===== src/rtl/beat_detector_if.sv =====
// Sample/beat bundle between the HPF-fed beat detector and its neighbours.
// master drives the sample strobe, slave is the detector.
interface beat_if #(
   parameter int Width = 10,
   parameter int IW    = 16
);
   logic                    en;
   logic signed [Width-1:0] x_in;
   logic                    beat;
   logic [IW-1:0]           ivl;
   logic                    ivl_valid;
   logic                    timeout;
   logic signed [Width-1:0] thr_out;

   modport master (
      output en, x_in,
      input  beat, ivl, ivl_valid, timeout, thr_out
   );

   modport slave (
      input  en, x_in,
      output beat, ivl, ivl_valid, timeout, thr_out
   );
endinterface


===== src/rtl/beat_detector.sv =====
// Adaptive-threshold peak detector with refractory window and
// beat-to-beat interval / no-beat timeout reporting.
module beat_detector #(
   parameter int Width    = 10,
   parameter int IW       = 16,
   parameter int REFRACT  = 50,
   parameter int MAX_IVL  = 400,
   parameter int THR_INIT = 100,
   parameter int THR_MIN  = 20
) (
   input logic   clk,
   input logic   rst,
   beat_if.slave bus
);
   localparam int RW = (REFRACT > 1) ? $clog2(REFRACT) : 1;

   localparam logic signed [Width-1:0] THR_INIT_V = Width'(THR_INIT);
   localparam logic signed [Width-1:0] THR_MIN_V  = Width'(THR_MIN);
   localparam logic [IW-1:0]           MAX_IVL_V  = IW'(MAX_IVL);
   localparam logic [RW-1:0]           RCNT_INIT  = RW'(REFRACT - 1);

   typedef enum logic [1:0] {
      SEARCH,
      RISE,
      REFR
   } state_t;

   state_t                  state_q, state_d;
   logic signed [Width-1:0] pk_q, pk_d;
   logic signed [Width-1:0] thr_q, thr_d;
   logic [IW-1:0]           cnt_q, cnt_d;
   logic [RW-1:0]           rcnt_q, rcnt_d;
   logic                    have_prev_q, have_prev_d;
   logic [IW-1:0]           ivl_q, ivl_d;
   logic                    ivl_valid_q, ivl_valid_d;
   logic                    beat_q, beat_d;
   logic                    timeout_q, timeout_d;

   logic [IW-1:0]           cnt_inc;
   logic                    is_beat;
   logic signed [Width:0]   sum_w;
   logic signed [Width-1:0] avg;
   logic signed [Width-1:0] half;
   logic signed [Width-1:0] thr_beat;
   logic signed [Width-1:0] thr_to;

   // One extra bit keeps thr+pk from wrapping before the halving.
   assign sum_w    = {thr_q[Width-1], thr_q} + {pk_q[Width-1], pk_q};
   assign avg      = sum_w[Width:1];
   assign half     = {thr_q[Width-1], thr_q[Width-1:1]};
   assign thr_beat = (avg < THR_MIN_V) ? THR_MIN_V : avg;
   assign thr_to   = (half < THR_MIN_V) ? THR_MIN_V : half;
   assign cnt_inc  = cnt_q + IW'(1);
   assign is_beat  = (state_q == RISE) && (bus.x_in < pk_q);

   // Next-state: peak FSM, interval counter, threshold adaptation.
   always_comb begin
      state_d     = state_q;
      pk_d        = pk_q;
      thr_d       = thr_q;
      cnt_d       = cnt_q;
      rcnt_d      = rcnt_q;
      have_prev_d = have_prev_q;
      ivl_d       = ivl_q;
      ivl_valid_d = ivl_valid_q;
      beat_d      = 1'b0;
      timeout_d   = 1'b0;
      if (bus.en) begin
         cnt_d = cnt_inc;
         unique case (state_q)
            SEARCH: begin
               if (bus.x_in > thr_q) begin
                  state_d = RISE;
                  pk_d    = bus.x_in;
               end
            end
            RISE: begin
               if (!is_beat) begin
                  pk_d = bus.x_in;
               end else begin
                  thr_d   = thr_beat;
                  rcnt_d  = RCNT_INIT;
                  state_d = REFR;
               end
            end
            REFR: begin
               if (rcnt_q == '0) begin
                  state_d = SEARCH;
               end else begin
                  rcnt_d = rcnt_q - RW'(1);
               end
            end
            default: state_d = SEARCH;
         endcase
         // A beat on the timeout strobe takes priority.
         if (is_beat) begin
            beat_d      = 1'b1;
            ivl_d       = cnt_inc;
            ivl_valid_d = have_prev_q;
            cnt_d       = '0;
            have_prev_d = 1'b1;
         end else if (cnt_inc == MAX_IVL_V) begin
            timeout_d   = 1'b1;
            cnt_d       = '0;
            have_prev_d = 1'b0;
            thr_d       = thr_to;
         end
      end
   end

   // State and registered outputs.
   always_ff @(posedge clk or posedge rst) begin
      if (rst) begin
         state_q     <= SEARCH;
         pk_q        <= '0;
         thr_q       <= THR_INIT_V;
         cnt_q       <= '0;
         rcnt_q      <= '0;
         have_prev_q <= 1'b0;
         ivl_q       <= '0;
         ivl_valid_q <= 1'b0;
         beat_q      <= 1'b0;
         timeout_q   <= 1'b0;
      end else begin
         state_q     <= state_d;
         pk_q        <= pk_d;
         thr_q       <= thr_d;
         cnt_q       <= cnt_d;
         rcnt_q      <= rcnt_d;
         have_prev_q <= have_prev_d;
         ivl_q       <= ivl_d;
         ivl_valid_q <= ivl_valid_d;
         beat_q      <= beat_d;
         timeout_q   <= timeout_d;
      end
   end

   assign bus.beat      = beat_q;
   assign bus.ivl       = ivl_q;
   assign bus.ivl_valid = ivl_valid_q;
   assign bus.timeout   = timeout_q;
   assign bus.thr_out   = thr_q;
endmodule

===== src/flat_wrapper.sv =====
// flat-port wrapper written by rule: the top's interface ports become plain ports
module beat_detector_flat 
#(
   parameter int Width    = 10,
   parameter int IW       = 16,
   parameter int REFRACT  = 50,
   parameter int MAX_IVL  = 400,
   parameter int THR_INIT = 100,
   parameter int THR_MIN  = 20
)
  (clk, rst, bus_en, bus_x_in, bus_beat, bus_ivl, bus_ivl_valid, bus_timeout, bus_thr_out);
  beat_if #(.Width(Width), .IW(IW)) bus_i ();
  input logic clk;
  input logic rst;
  input wire logic [$bits(bus_i.en)-1:0] bus_en;
  input wire logic [$bits(bus_i.x_in)-1:0] bus_x_in;
  output wire logic [$bits(bus_i.beat)-1:0] bus_beat;
  output wire logic [$bits(bus_i.ivl)-1:0] bus_ivl;
  output wire logic [$bits(bus_i.ivl_valid)-1:0] bus_ivl_valid;
  output wire logic [$bits(bus_i.timeout)-1:0] bus_timeout;
  output wire logic [$bits(bus_i.thr_out)-1:0] bus_thr_out;
  assign bus_i.en = bus_en;
  assign bus_i.x_in = bus_x_in;
  assign bus_beat = bus_i.beat;
  assign bus_ivl = bus_i.ivl;
  assign bus_ivl_valid = bus_i.ivl_valid;
  assign bus_timeout = bus_i.timeout;
  assign bus_thr_out = bus_i.thr_out;
  beat_detector #(.Width(Width), .IW(IW), .REFRACT(REFRACT), .MAX_IVL(MAX_IVL), .THR_INIT(THR_INIT), .THR_MIN(THR_MIN)) u_core (.clk(clk), .rst(rst), .bus(bus_i));
endmodule

===== config.mk =====
export PLATFORM = sky130hd
export DESIGN_NAME = beat_detector_flat
export DESIGN_NICKNAME = d
export VERILOG_FILES = /design/src/rtl/beat_detector_if.sv /design/src/rtl/beat_detector.sv /design/src/flat_wrapper.sv
export SDC_FILE = /design/constraint.sdc
export NUM_CORES = 1
export LEC_CHECK = 0
export BUFFER_PORTS_ARGS = -buffer_cell sky130_fd_sc_hd__clkbuf_2
export CORE_AREA = 2 2 92 94
export CTS_CLUSTER_SIZE = 12
export DETAILED_ROUTE_END_ITERATION = 8
export DIE_AREA = 0 0 94 96
export MAX_ROUTING_LAYER = met4
export PLACE_DENSITY_LB_ADDON = 0.08
export SLEW_MARGIN = 20
export SYNTH_ARGS = -nofsm -noshare
export SYNTH_HDL_FRONTEND = slang
export SYNTH_SLANG_ARGS = --single-unit

===== constraint.sdc =====
create_clock -name clk -period 2.88 [get_ports clk]
set_clock_uncertainty 0.05 [all_clocks]
set_input_delay 0.576 -clock clk [delete_from_list [all_inputs] [get_ports clk]]
set_output_delay 0.576 -clock clk [all_outputs]
set_load 0.02 [all_outputs]

### Word level (Yosys, flattened, before mapping)

Cells that the tools add are included.

* divide/modulo/power cells: 0
* reductions and logical operators: 12
* shift operators: 0
* multipliers: 0
* mux-type cells: 25
* eq/ne operators: 9
* add/subtract/negate cells: 3
* bitwise operators: 0
* magnitude comparators: 4

Operators with widths (count)
* $mux 10: 8
* $mux 16: 2
* $pmux 10 s2: 1
* $add 16x1->16 const B: 1
* $eq 16x9->1 const B: 1
* $mux 6: 2
* $pmux 6 s2: 1
* $reduce_and 4->1: 3
* $add 10x10->11: 1
* $gt 10x10->1: 1
* $lt 10x10->1: 1
* $lt 10x6->1 const B: 1
* $lt 9x6->1 const B: 1
* $mux 1: 7
* $logic_not 6->1: 1
* $mux 2: 3
* $ne 2x1->1 const B: 3
* $pmux 2 s3: 1
* $reduce_and 2->1: 3
* $reduce_bool 2->1: 3
* $sub 6x1->6 const B: 1
* $ne 2x2->1 const B: 2
* $ne 3x1->1 const B: 1
* $eq 2x1->1 const B: 1
* other kinds (3): 3

* output and inout bits: 29
* input port bits: 13
* memories: 0
* ROM bits: 0
* logic and storage cells: 64
* flip-flop bits (word level): 64
* bits in latches: 0
* RAM bits: 0

### Logic depth before layout (Yosys ltp)

Gate-level depths: netlist of run 1.

* depth in word-level cells: 7
* mapped depth: 14
* gate-level depth less buffers: 13

### Worst setup path before layout of run 1

Ideal clock, no wire load.

* kind: reg-to-reg
* start: register u_core.thr_q[1] (netlist: u_core.bus.thr_out[1])
* end: register u_core.thr_q[7] (netlist: u_core.bus.thr_out[7])
* data required time: 2.704 ns
* library setup time: 0.126 ns
* data arrival time: 3.061 ns
* buffers on the path: 1
* period minus slack after synthesis: 3.236 ns
* slack: -0.356 ns
* stages on the path, launching flop included: 14
* cell sequence: dfrtp_1 inv_1 fa_1 nor2b_1 o211a_1 o21ai_0 a21boi_0 xor2_1 nor3_1 and4b_1 ha_1 buf_1 and4b_1 a221o_1

* word-level cells in the longest chain between the ends: 7
* elaborated cells between the ends (all ways): 9
* classes of those cells: 1 x add/sub; 2 x order compare; 6 x mux

RTL lines
* start: declaration: RTL line beat_detector.sv:30 `logic signed [Width-1:0] thr_q, thr_d;`
* start signal: assignment: RTL line beat_detector.sv:127 `thr_q <= thr_d;`
* $add 10x10->11: RTL line beat_detector.sv:48 `assign sum_w = {thr_q[Width-1], thr_q} + {pk_q[Width-1], pk_q};`
* $lt 10x6->1: RTL line beat_detector.sv:51 `assign thr_beat = (avg < THR_MIN_V) ? THR_MIN_V : avg;`
* $mux 10: RTL line beat_detector.sv:51
* $mux 10: RTL line beat_detector.sv:78 `if (!is_beat) begin`
* $mux 10: RTL line beat_detector.sv:70 `unique case (state_q)`
* $mux 10: RTL line beat_detector.sv:102 `end else if (cnt_inc == MAX_IVL_V) begin`
* $mux 10 *: RTL line beat_detector.sv:96 `if (is_beat) begin`

Every way passes the cells marked *; elsewhere a longest branch is shown, timed or not. The select of a mux whose other input is x is not followed.
A chain may end at the register's enable or synchronous reset.

### Worst setup path after layout of run 1

* start: register u_core.thr_q[2] (netlist: u_core.bus.thr_out[2])
* end: register u_core.thr_q[4] (netlist: u_core.bus.thr_out[4])

The elaborated chain is that of the path after synthesis.

==> metrics.md, run 1 <==
| Metric | Value |
|---|---|
| Chip height | `96 um` |
| GR Util All Layers | `25.6%` |
| Post-Route WL | `10.6 mm` |
| Wire length of the first global-routing pass | `17.3 mm` |
| Dpl cell area | `4880 um2` |
| Vias in the first global route | `3561` |
| Final hold viol count | `0` |
| Final instance area | `5280 um2` |
| Tmin final | `2.90 ns` |
| Worst-path clk slew | `0.07 ns` |
| Crit-path most repeated cell | `nor2_1` |
| MaxCap Viol Count | `0` |
| Die ar. | `9020 um2` |
| Status | `complete, but fails checks` |
| Highest clock rate | `345 MHz` |
| Syn Nets | `506` |
| DRT Pass-1 Iters | `4` |
| Cell taking the most area after synthesis | `dfrtp_1` |
| Post-synth top flop | `dfrtp_1` |
| Commonest non-fill, non-tap cells in the layout | `dfrtp_1 (58), buf_4 (53), clkbuf_2 (41)` |
| Synth Register Bits | `64` |
| Asr flop ratio synth | `100%` |
| CP Cell Sequence | `ha_4, nor2b_4, buf_4, o21a_1, nor2_1, xnor2_1, o21a_1, nor3_1, and4b_1, ha_4, nor2_1, nor2_1, a221o_1` |
| Synthesized area per cell | `9.27 um2` |
| Pre-CTS setup slack | `-0.166 ns` |
| Period utilization | `101%` |
| Worst Tran Pin Value | `0.577 ns` |
| Commonest non-fill, non-tap cell in the layout | `dfrtp_1` |
| Vias/cell | `5.65` |
| Num Clock Sinks | `64` |
| Slew margin rel. | `61.5%` |
| Mapped Area | `4250 um2` |
| Post-Layout Cell Count | `654` |
| Final hold slack | `0.213 ns` |
| Hold WC Path Type | `in -> async` |
| Die width | `94 um` |
| CP max stage cell | `dfstp_2` |
| Placement Rows | `33` |
| Largest net degree at the start of global routing | `65` |
| EDFF count, synth | `0` |
| Failing checks | `negative setup slack` |
| Antenna cell count | `0` |
| Cells after Synth | `459` |
| Setup CP Type | `reg -> reg` |
| R2r setup slk | `-0.02 ns` |
| Max VDD drop | `0.593 mV` |
| Post-CTS Hold Fix Bufs | `0` |
| Core Region | `8050 um2` |
| Final nets | `592` |
| Antenna Nets Post-Route | `0` |
| Leak pwr | `0.00252 uW` |
| Port Buf Inserts | `41` |
| Yosys warns | `0` |
| Initial antenna violation count | `0` |
| GPL Wtd Cong | `0.888` |
| Area grow syn2layout | `24.2%` |
| Synth top area share | `35.9%` |
| Routed vias | `3694` |
| Launching point of the worst reg2reg path | `u_core.bus.thr_out[2]` |
| H-tree levels | `3` |
| # fillers | `687` |
| Grt total ovfl | `0` |
| Worst skew pair latency | `0.34 ns` |
| Worst reg2reg endpoint | `u_core.bus.thr_out[4]` |
| WP data arrival | `3.07 ns` |
| Worst R2R Path Depth | `13` |
| Crit path launch type | `flop` |
| CP Max Fanout | `8` |
| Placed Cells | `630` |
| DR iter-0 viols | `242` |
| Final Max Slew Viols | `0` |
| Max incr delay on CP | `0.57 ns` |
| RSZ-0062 raised after global routing | `yes` |
| Final setup viols | `1` |
| Yosys cell types | `61` |
| Number of buffers created by CTS | `9` |
| Synth area leaders | `dfrtp_1 (36%), ha_1 (9.7%), xnor2_1 (3.9%)` |
| CTS max path bufs | `2` |
| Worst setup EP type | `flop` |
| Fraction of layout cells with a size suffix above 1 | `28.8%` |
| Avg WL per Cell | `16.2 um` |
| Initial Utilization | `52.8%` |
| IO Count | `42` |
| Post-DP HPWL | `7.91 mm` |
| Total power | `5610 uW` |
| WP data required | `3.05 ns` |
| Clk root buf | `clkbuf_8` |
| Post-synthesis sequential area ratio | `37.7%` |
| PD cells | `1060 nW/um2` |
| Fin worst setup slack | `-0.0193 ns` |
| DRC errors left | `0` |
| CTS tree | `yes` |
[through the flow]
stage / setup TNS, ns / util, %
6_report: -0.0193 / 65.6
5_1_grt: -0.662 / 65.6
4_1_cts: -0.117 / 63.5
3_5_place_dp: -0.513 / 60.6
3_3_place_gp: -0.309 / 60.6
2_1_floorplan: -0.0134 / -
[state kept, by name, indices dropped and copies added, names as in the netlist]
name / flops
u_core.state_q: 2
u_core.cnt_q: 16
u_core.bus.timeout: 1
u_core.bus.ivl: 16
u_core.rcnt_q: 6
u_core.bus.beat: 1
u_core.bus.thr_out: 10
u_core.pk_q: 10
u_core.bus.ivl_valid: 1
u_core.have_prev_q: 1
[synth_stat cells (all sizes together) (2+ instances only)]
cell and number:
nand4 7, ha 33, o21ai 41, a211o 5, dfstp 3, inv 33, nor3b 5, and4 2
and4b 2, o22ai 2, o31ai 2, o21a 3, a21oi 20, buf 10, mux2i 3, clkbuf 12
a211oi 3, or3 2, and3 12, a21o 2, o221ai 2, dfrtp 61, xnor2 20, xor2 3
and2 2, nor4 7, nand2 39, nor2b 12, a22o 12, nor2 27, nand2b 4, nor3 23
o2bb2ai 2, nor4b 2, mux2 10, a221o 4, or2 3, nand3 11, a31o 2
[cell type report]
cell class	instances	area (um2)	area share (%)
Clock inverter	3	42.5	0.806
Multi-Input combinational cell	340	2580	48.9
Tap cell	105	131	2.49
Clock buffer	12	145	2.75
Inverter	33	124	2.35
Sequential cell	64	1610	30.5
Timing Repair Buffer	97	646	12.2
[worst max path at each step]
stage	start	end	slack [ns]	cells past startpoint
floorplan	u_core.bus.thr_out[5]	u_core.bus.thr_out[7]	-0.01	12
global placement	u_core.bus.thr_out[5]	u_core.bus.thr_out[7]	-0.13	11
detailed placement	u_core.bus.thr_out[2]	u_core.bus.thr_out[7]	-0.17	11
CTS	u_core.bus.thr_out[5]	u_core.bus.thr_out[4]	-0.06	12
global route	u_core.bus.thr_out[1]	u_core.bus.thr_out[4]	-0.17	13
finish	u_core.bus.thr_out[2]	u_core.bus.thr_out[4]	-0.02	13
[cell families (layout without fill, tap and decap cells)]
logic type	after synthesis	after routing	synth area share, %
flops	64	64	37.7
buf+inv	55	145	5.27
xor+xnor	23	23	4.91
simple gates	161	161	21.3
fa+ha+maj	34	34	10.2
mux	13	13	3.35
compound gates	109	109	17.3
[timing repair]
action                                  4_1_cts  5_1_grt
buffers inserted                              1        8
pin swaps                                     3       18
endpoints found under the hold margin         0        0
endpoints found under the setup margin        7       19
gates resized for setup                       8       19
[layer usage]
layer / up-vias / routed length, um / track usage, %
met5: - / 0 / -
met4: 0 / 210 / 8.09
met3: 19 / 381 / 3.45
met2: 89 / 4940 / 39.9
met1: 1769 / 5030 / 34.8
li1: 1817 / - / -
[where the power goes]
| group | switching [uW] | internal (uW) |
|---|---|---|
| Sequential | 272 | 1170 |
| Combinational | 1770 | 1630 |
| Clock | 346 | 418 |
| Total | 2390 | 3220 |
[critical path, delay by kind of cell (launching register included)]
family / cells / cell delay [ns]
compound gates: 3 / 0.64
xor+xnor: 1 / 0.10
fa+ha+maj: 2 / 0.46
buf+inv: 1 / 0.12
flops: 1 / 0.57
simple gates: 6 / 0.85
(Power assumes the default switching activity.)
==> inputs of run 2 (changes only) <==
Settings changed: ABC_CLOCK_PERIOD_IN_PS from default to 2880, BUFFER_PORTS_ARGS -buffer_cell sky130_fd_sc_hd__clkbuf_2 to -buffer_cell sky130_fd_sc_hd__buf_2.
==> metrics.md, run 2 (synthesized netlist as in run 1, its figures left out) <==
| Metric | Value |
|---|---|
| Total power | `5340 uW (-4.7%)` |
| Antenna Nets Post-Route | `0 (unchanged)` |
| Worst setup EP type | `flop` |
| Post-Layout Cell Count | `648 (-0.92%)` |
| Crit path launch type | `flop` |
| Die width | `94 um (unchanged)` |
| Final hold viol count | `0 (unchanged)` |
| Worst Tran Pin Value | `0.633 ns (+0.0556 ns)` |
| Hold WC Path Type | `in -> async` |
| Final Max Slew Viols | `0 (unchanged)` |
| DR iter-0 viols | `213 (-12%)` |
| Placed Cells | `630 (unchanged)` |
| Port Buf Inserts | `41 (unchanged)` |
| Fraction of layout cells with a size suffix above 1 | `26.3% (-2.4 points)` |
| Post-CTS Hold Fix Bufs | `0 (unchanged)` |
| Final nets | `586 (-1.0%)` |
| Number of buffers created by CTS | `9 (unchanged)` |
| WP data required | `3.06 ns (about the same)` |
| Num Clock Sinks | `64 (unchanged)` |
| Worst R2R Path Depth | `11 (-2)` |
| GPL Wtd Cong | `0.970 (+9.2%)` |
| Die ar. | `9020 um2 (unchanged)` |
| Period utilization | `100% (-0.50 points)` |
| Area grow syn2layout | `20.8%` |
| Routed vias | `3694 (unchanged)` |
| Antenna cell count | `0 (unchanged)` |
| H-tree levels | `3 (unchanged)` |
| Core Region | `8050 um2 (unchanged)` |
| Highest clock rate | `347 MHz (+0.50%)` |
| Launching point of the worst reg2reg path | `u_core.bus.thr_out[4]` |
| Met3 usage | `3.37% (-0.078 points)` |
| Leak pwr | `0.00249 uW (-1.0%)` |
| RSZ-0062 raised after global routing | `yes` |
| Largest net degree at the start of global routing | `38 (-42%)` |
| Initial antenna violation count | `0 (unchanged)` |
| CTS tree | `yes` |
| Status | `complete, but fails checks` |
| Placement Rows | `33 (unchanged)` |
| Vias/cell | `5.70 (+0.93%)` |
| WP data arrival | `3.06 ns (about the same)` |
| CTS max path bufs | `2 (unchanged)` |
| Vias in the first global route | `3562 (+0.028%)` |
| Fin worst setup slack | `-0.00484 ns (+0.0145 ns)` |
| Worst reg2reg endpoint | `u_core.bus.thr_out[7]` |
| Post-DP HPWL | `8.04 mm (+1.5%)` |
| CP Max Fanout | `9 (+1)` |
| Avg WL per Cell | `16.3 um (+0.82%)` |
| DRT Pass-1 Iters | `4 (unchanged)` |
| Clk root buf | `clkbuf_8` |
| Pre-CTS setup slack | `-0.134 ns (+0.0318 ns)` |
| Grt total ovfl | `0 (unchanged)` |
| Chip height | `96 um (unchanged)` |
| M2 GR Usage | `40.3% (+0.42 points)` |
| Global Route met1 Usage | `35.6% (+0.78 points)` |
| Max VDD drop | `0.464 mV (-22%)` |
| Initial Utilization | `52.8% (unchanged)` |
| R2r setup slk | `-0.005 ns (about the same)` |
| MaxCap Viol Count | `0 (unchanged)` |
| Slew margin rel. | `57.8% (-3.8 points)` |
| Layer with the highest usage | `met2` |
| Worst skew pair latency | `0.35 ns (about the same)` |
| Tmin final | `2.88 ns (-0.0145 ns)` |
| Commonest non-fill, non-tap cell in the layout | `dfrtp_1` |
| DRC errors left | `0 (unchanged)` |
| Failing checks | `negative setup slack` |
| Post-Route WL | `10.6 mm (-0.10%)` |
| Final instance area | `5140 um2 (-2.7%)` |
| Setup CP Type | `reg -> reg` |
| IO Count | `42 (unchanged)` |
| Worst-path clk slew | `0.07 ns (about the same)` |
| Worst Setup EP | `u_core.bus.thr_out[7]` |
| Final setup viols | `1 (unchanged)` |
| Dpl cell area | `4880 um2 (unchanged)` |
| Setup crit start | `u_core.bus.thr_out[4]` |
| Commonest non-fill, non-tap cells in the layout | `dfrtp_1 (58), buf_4 (49), buf_2 (41)` |
| Wire length of the first global-routing pass | `17.6 mm (+1.3%)` |
| PD cells | `1040 nW/um2 (-2.1%)` |
| GR Util All Layers | `26.0% (+0.37 points)` |
-- run 2: critical path, cell delays in order, from the launching register on --
cell      delay, ns
dfrtp_2        0.41
ha_1           0.32
and2_4         0.18
a221o_1        0.34
o21ai_2        0.14
a21boi_2       0.08
nand2_1        0.07
a31o_2         0.15
and4b_1        0.21
ha_4           0.34
and4b_1        0.21
a221o_1        0.27
-- run 2: repair_timing --
item / CTS / global route
setup endpoints to repair: 6 / 12
setup buffers: 1 / 2
endpoints found under the hold margin: 0 / 0
gates resized for setup: 4 / 8
pin swaps: 0 / 3
-- run 2: worst min-delay path by stage --
stage / startpoint / to / slack, ns / cells past startpoint
floorplan: u_core.have_prev_q / u_core.have_prev_q / 0.43 / 2
global placement: u_core.bus.ivl[4] / u_core.bus.ivl[4] / 0.41 / 2
detailed placement: u_core.bus.ivl[6] / u_core.bus.ivl[6] / 0.42 / 2
CTS: rst / u_core.rcnt_q[3] / 0.27 / 2
global route: rst / u_core.bus.ivl[2] / 0.31 / 2
finish: rst / u_core.rcnt_q[3] / 0.26 / 2
-- run 2: through the flow --
step,hold slack [ns],TNS (ns),util [%]
after floorplan,0.428,-0.0134,-
after global placement,0.406,-0.0342,60.6
after detailed placement,0.415,-0.259,60.6
after CTS,0.266,0,63.2
after global routing,0.315,-0.577,63.8
final,0.258,-0.00484,63.8
-- run 2: power breakdown --
part	total, uW	switching (uW)	internal [uW]	leakage (uW)
combinational	3170	1670	1500	0.00158
clock	747	346	400	0.0000975
sequential	1430	257	1170	0.000811
-- run 2: per-layer routing --
layer	vias to the layer above	wire (um)
met5	-	0
met4	0	116
met3	12	392
met2	70	4870
met1	1800	5170
li1	1812	-
-- run 2: layout make-up --
type	instances	area, um2
clock buffers	13	179
clock inverters	2	12.5
fillers	702	2910
inverters	33	124
multi-input cells	340	2490
flip-flops and latches	64	1610
well taps	105	131
repair buffers	91	593
==> inputs of run 3 (changes only) <==
Settings changed: ABC_AREA from default to 1, BUFFER_PORTS_ARGS -buffer_cell sky130_fd_sc_hd__buf_2 to -buffer_cell sky130_fd_sc_hd__buf_4, CORE_AREA 2 2 92 94 to 2 2 103 105, DIE_AREA 0 0 94 96 to 0 0 105 107.
==> metrics.md, run 3 <==
| Metric | Value |
|---|---|
| WP data required | `3.12 ns (+0.06 ns)` |
| Final Max Slew Viols | `0 (unchanged)` |
| Num Clock Sinks | `64 (unchanged)` |
| Final hold viol count | `0 (unchanged)` |
| Post-DP HPWL | `8.59 mm (+7.0%)` |
| Final hold slack | `0.236 ns (-0.0218 ns)` |
| Hold WC Path Type | `in -> async` |
| CP Max Fanout | `4 (-5)` |
| Die ar. | `11200 um2 (+25%)` |
| DRT Pass-1 Iters | `6 (+2)` |
| Slew margin rel. | `70.9% (+13 points)` |
| Largest net degree at the start of global routing | `65 (+71%)` |
| Period utilization | `96.0% (-4.2 points)` |
| Vias/cell | `5.12 (-10%)` |
| Avg WL per Cell | `14.5 um (-11%)` |
| Fraction of layout cells with a size suffix above 1 | `21.3% (-5.0 points)` |
| Number of buffers created by CTS | `9 (unchanged)` |
| Synth area leaders | `dfrtp_1 (35%), nand2_1 (17%), ha_1 (9.5%)` |
| CTS tree | `yes` |
| Status | `completed` |
| Buf+Inv Stages, Crit Path | `4 (+4)` |
| Post-Route WL | `11.9 mm (+12%)` |
| Core Region | `10100 um2 (+25%)` |
| WP data arrival | `3.01 ns (-0.05 ns)` |
| Port Buf Inserts | `41 (unchanged)` |
| Yosys cell types | `35 (-43%)` |
| Synth top area share | `34.9% (-0.96 points)` |
| Clk root buf | `clkbuf_8` |
| Asr flop ratio synth | `100% (unchanged)` |
| Routed vias | `4177 (+13%)` |
| CP max stage cell | `fa_2` |
| Final setup viols | `0 (-1)` |
| Metal2 WL | `5.84 mm (+20%)` |
| Post-Layout Cell Count | `816 (+26%)` |
| Tmin final | `2.76 ns (-0.121 ns)` |
| Setup CP Type | `reg -> reg` |
| Wire length of the first global-routing pass | `19.3 mm (+9.9%)` |
| Commonest non-fill, non-tap cells in the layout | `nand2_1 (189), inv_1 (72), buf_4 (69)` |
| Initial Utilization | `43.3% (-9.5 points)` |
| Worst skew pair latency | `0.35 ns (about the same)` |
| Max VDD drop | `0.517 mV (+12%)` |
| PD cells | `1070 nW/um2 (+2.4%)` |
| CP Cell Sequence | `nand2_2, fa_2, inv_2, buf_4, nand4_1, nand3_2, xor2_2, nand4_1, nor3_4, ha_4, inv_1, nand2_1, nand3_1, nand2_1, nand2_1, nand3_2, nand2_1, inv_1` |
| Top cells by count, synth | `nand2_1 (193), inv_1 (75), dfrtp_1 (61)` |
| Placement Rows | `37 (+12%)` |
| IO Count | `42 (unchanged)` |
| Vias in the first global route | `3983 (+12%)` |
| Met1 WL | `5.32 mm (+2.9%)` |
| MaxCap Viol Count | `0 (unchanged)` |
| Crit path launch type | `flop` |
| Die width | `105 um (+12%)` |
| Cells after Synth | `610 (+33%)` |
| Highest clock rate | `362 MHz (+4.4%)` |
| Most common cell in the netlist | `nand2_1` |
| DR iter-0 viols | `193 (-9.4%)` |
| Crit-path most repeated cell | `nand2_1` |
| Initial antenna violation count | `0 (unchanged)` |
| Mapped Area | `4370 um2 (+2.7%)` |
| Antenna Nets Post-Route | `0 (unchanged)` |
| GPL Wtd Cong | `0.873 (-9.9%)` |
| Cell taking the most area after synthesis | `dfrtp_1` |
| Worst setup EP type | `flop` |
| RSZ-0062 raised after global routing | `yes` |
| Chip height | `107 um (+11%)` |
| Antenna cell count | `0 (unchanged)` |
| Worst-path clk slew | `0.08 ns (about the same)` |
| Post-synthesis sequential area ratio | `36.7% (-1.0 points)` |
| Worst Tran Pin Value | `0.436 ns (-0.196 ns)` |
| EDFF count, synth | `0 (unchanged)` |
| Synthesized area per cell | `7.16 um2 (-23%)` |
| Met3 routed WL | `416 um (+6.1%)` |
| Grt total ovfl | `0 (unchanged)` |
| Max incr delay on CP | `0.40 ns (about the same)` |
| GR Util All Layers | `22.3% (-3.6 points)` |
| Placed Cells | `795 (+26%)` |
| Synth Register Bits | `64 (unchanged)` |
| Area grow syn2layout | `24.2%` |
| Yosys warns | `0 (unchanged)` |
| Commonest non-fill, non-tap cell in the layout | `nand2_1` |
| Highest Signal Layer | `met4` |
| CP top delay family | `simple AND/OR/NAND/NOR gates` |
| H-tree levels | `3 (unchanged)` |
| # fillers | `995 (+42%)` |
| Post-CTS Hold Fix Bufs | `0 (unchanged)` |
| DRC errors left | `0 (unchanged)` |
| Final nets | `722 (+23%)` |
| Leak pwr | `0.00275 uW (+10%)` |
| Post-synth top flop | `dfrtp_1` |
| Syn Nets | `657 (+30%)` |
| CTS max path bufs | `2 (unchanged)` |
==> run 3: final timing paths <==
kind                                          to  cells past startpoint              start  slack [ns]
max                        u_core.bus.thr_out[2]                     18     u_core.pk_q[0]        0.12
min in group clk               u_core.bus.ivl[4]                      2  u_core.bus.ivl[4]        0.42
min                             u_core.rcnt_q[0]                      3                rst        0.24
max in group asynchronous  u_core.bus.thr_out[2]                      3                rst        2.22
max reg2reg                u_core.bus.thr_out[2]                     18     u_core.pk_q[0]        0.12
min reg2reg                    u_core.bus.ivl[4]                      2  u_core.bus.ivl[4]        0.42
==> run 3: tightest hold or removal path: stages <==
cell,delay (ns)
buf_4,0.11
inv_2,0.05
buf_12,0.30
==> run 3: per-stage QoR <==
stage	total power [uW]	setup slack, ns	area [um2]	TNS (ns)	util [%]
global route	6290	-0.0429	5430	-0.177	53.8
detailed placement	4540	-0.0570	4980	-0.0570	49.3
finish	5780	0.116	5430	0	53.8
CTS	5350	0.00469	5190	0	51.4
global placement	4490	-0.0115	4980	-0.0115	49.3
floorplan	3540	0.00307	4370	0	-
==> run 3: kinds of logic after synthesis <==
logic type | count (synthesis) | share of synthesized area [%]
fa+ha+maj | 34 | 9.91
xor+xnor | 11 | 2.38
simple gates | 335 | 33.4
compound gates | 71 | 9.02
flops | 64 | 36.7
buf+inv | 95 | 8.59
==> run 3: layout make-up <==
class / instances / area (um2) / area share, %
inverters: 78 / 293 / 5.39
clock inverters: 6 / 43.8 / 0.807
clock buffers: 10 / 138 / 2.54
well taps: 136 / 170 / 3.14
repair buffers: 71 / 558 / 10.3
multi-input cells: 451 / 2620 / 48.2
flip-flops and latches: 64 / 1610 / 29.6
==> run 3: repair_timing <==
item                                    4_1_cts  5_1_grt
gates resized for setup                       4       37
endpoints found under the setup margin        1        9
hold endpoints to repair                      0        0
buffers inserted                              0        5
pin swaps                                     1       17
==> run 3: metal layers <==
layer | vias to the layer above | global-route usage (%)
met1 | 1933 | 27.4
met5 | - | -
met3 | 24 | 2.67
met2 | 112 | 38.3
met4 | 0 | 7.71
li1 | 2108 | -
==> run 3: power breakdown <==
part | total [uW] | switching (uW) | internal, uW
sequential | 1570 | 327 | 1240
clock | 750 | 413 | 337
combinational | 3460 | 2020 | 1440
total | 5780 | 2760 | 3020
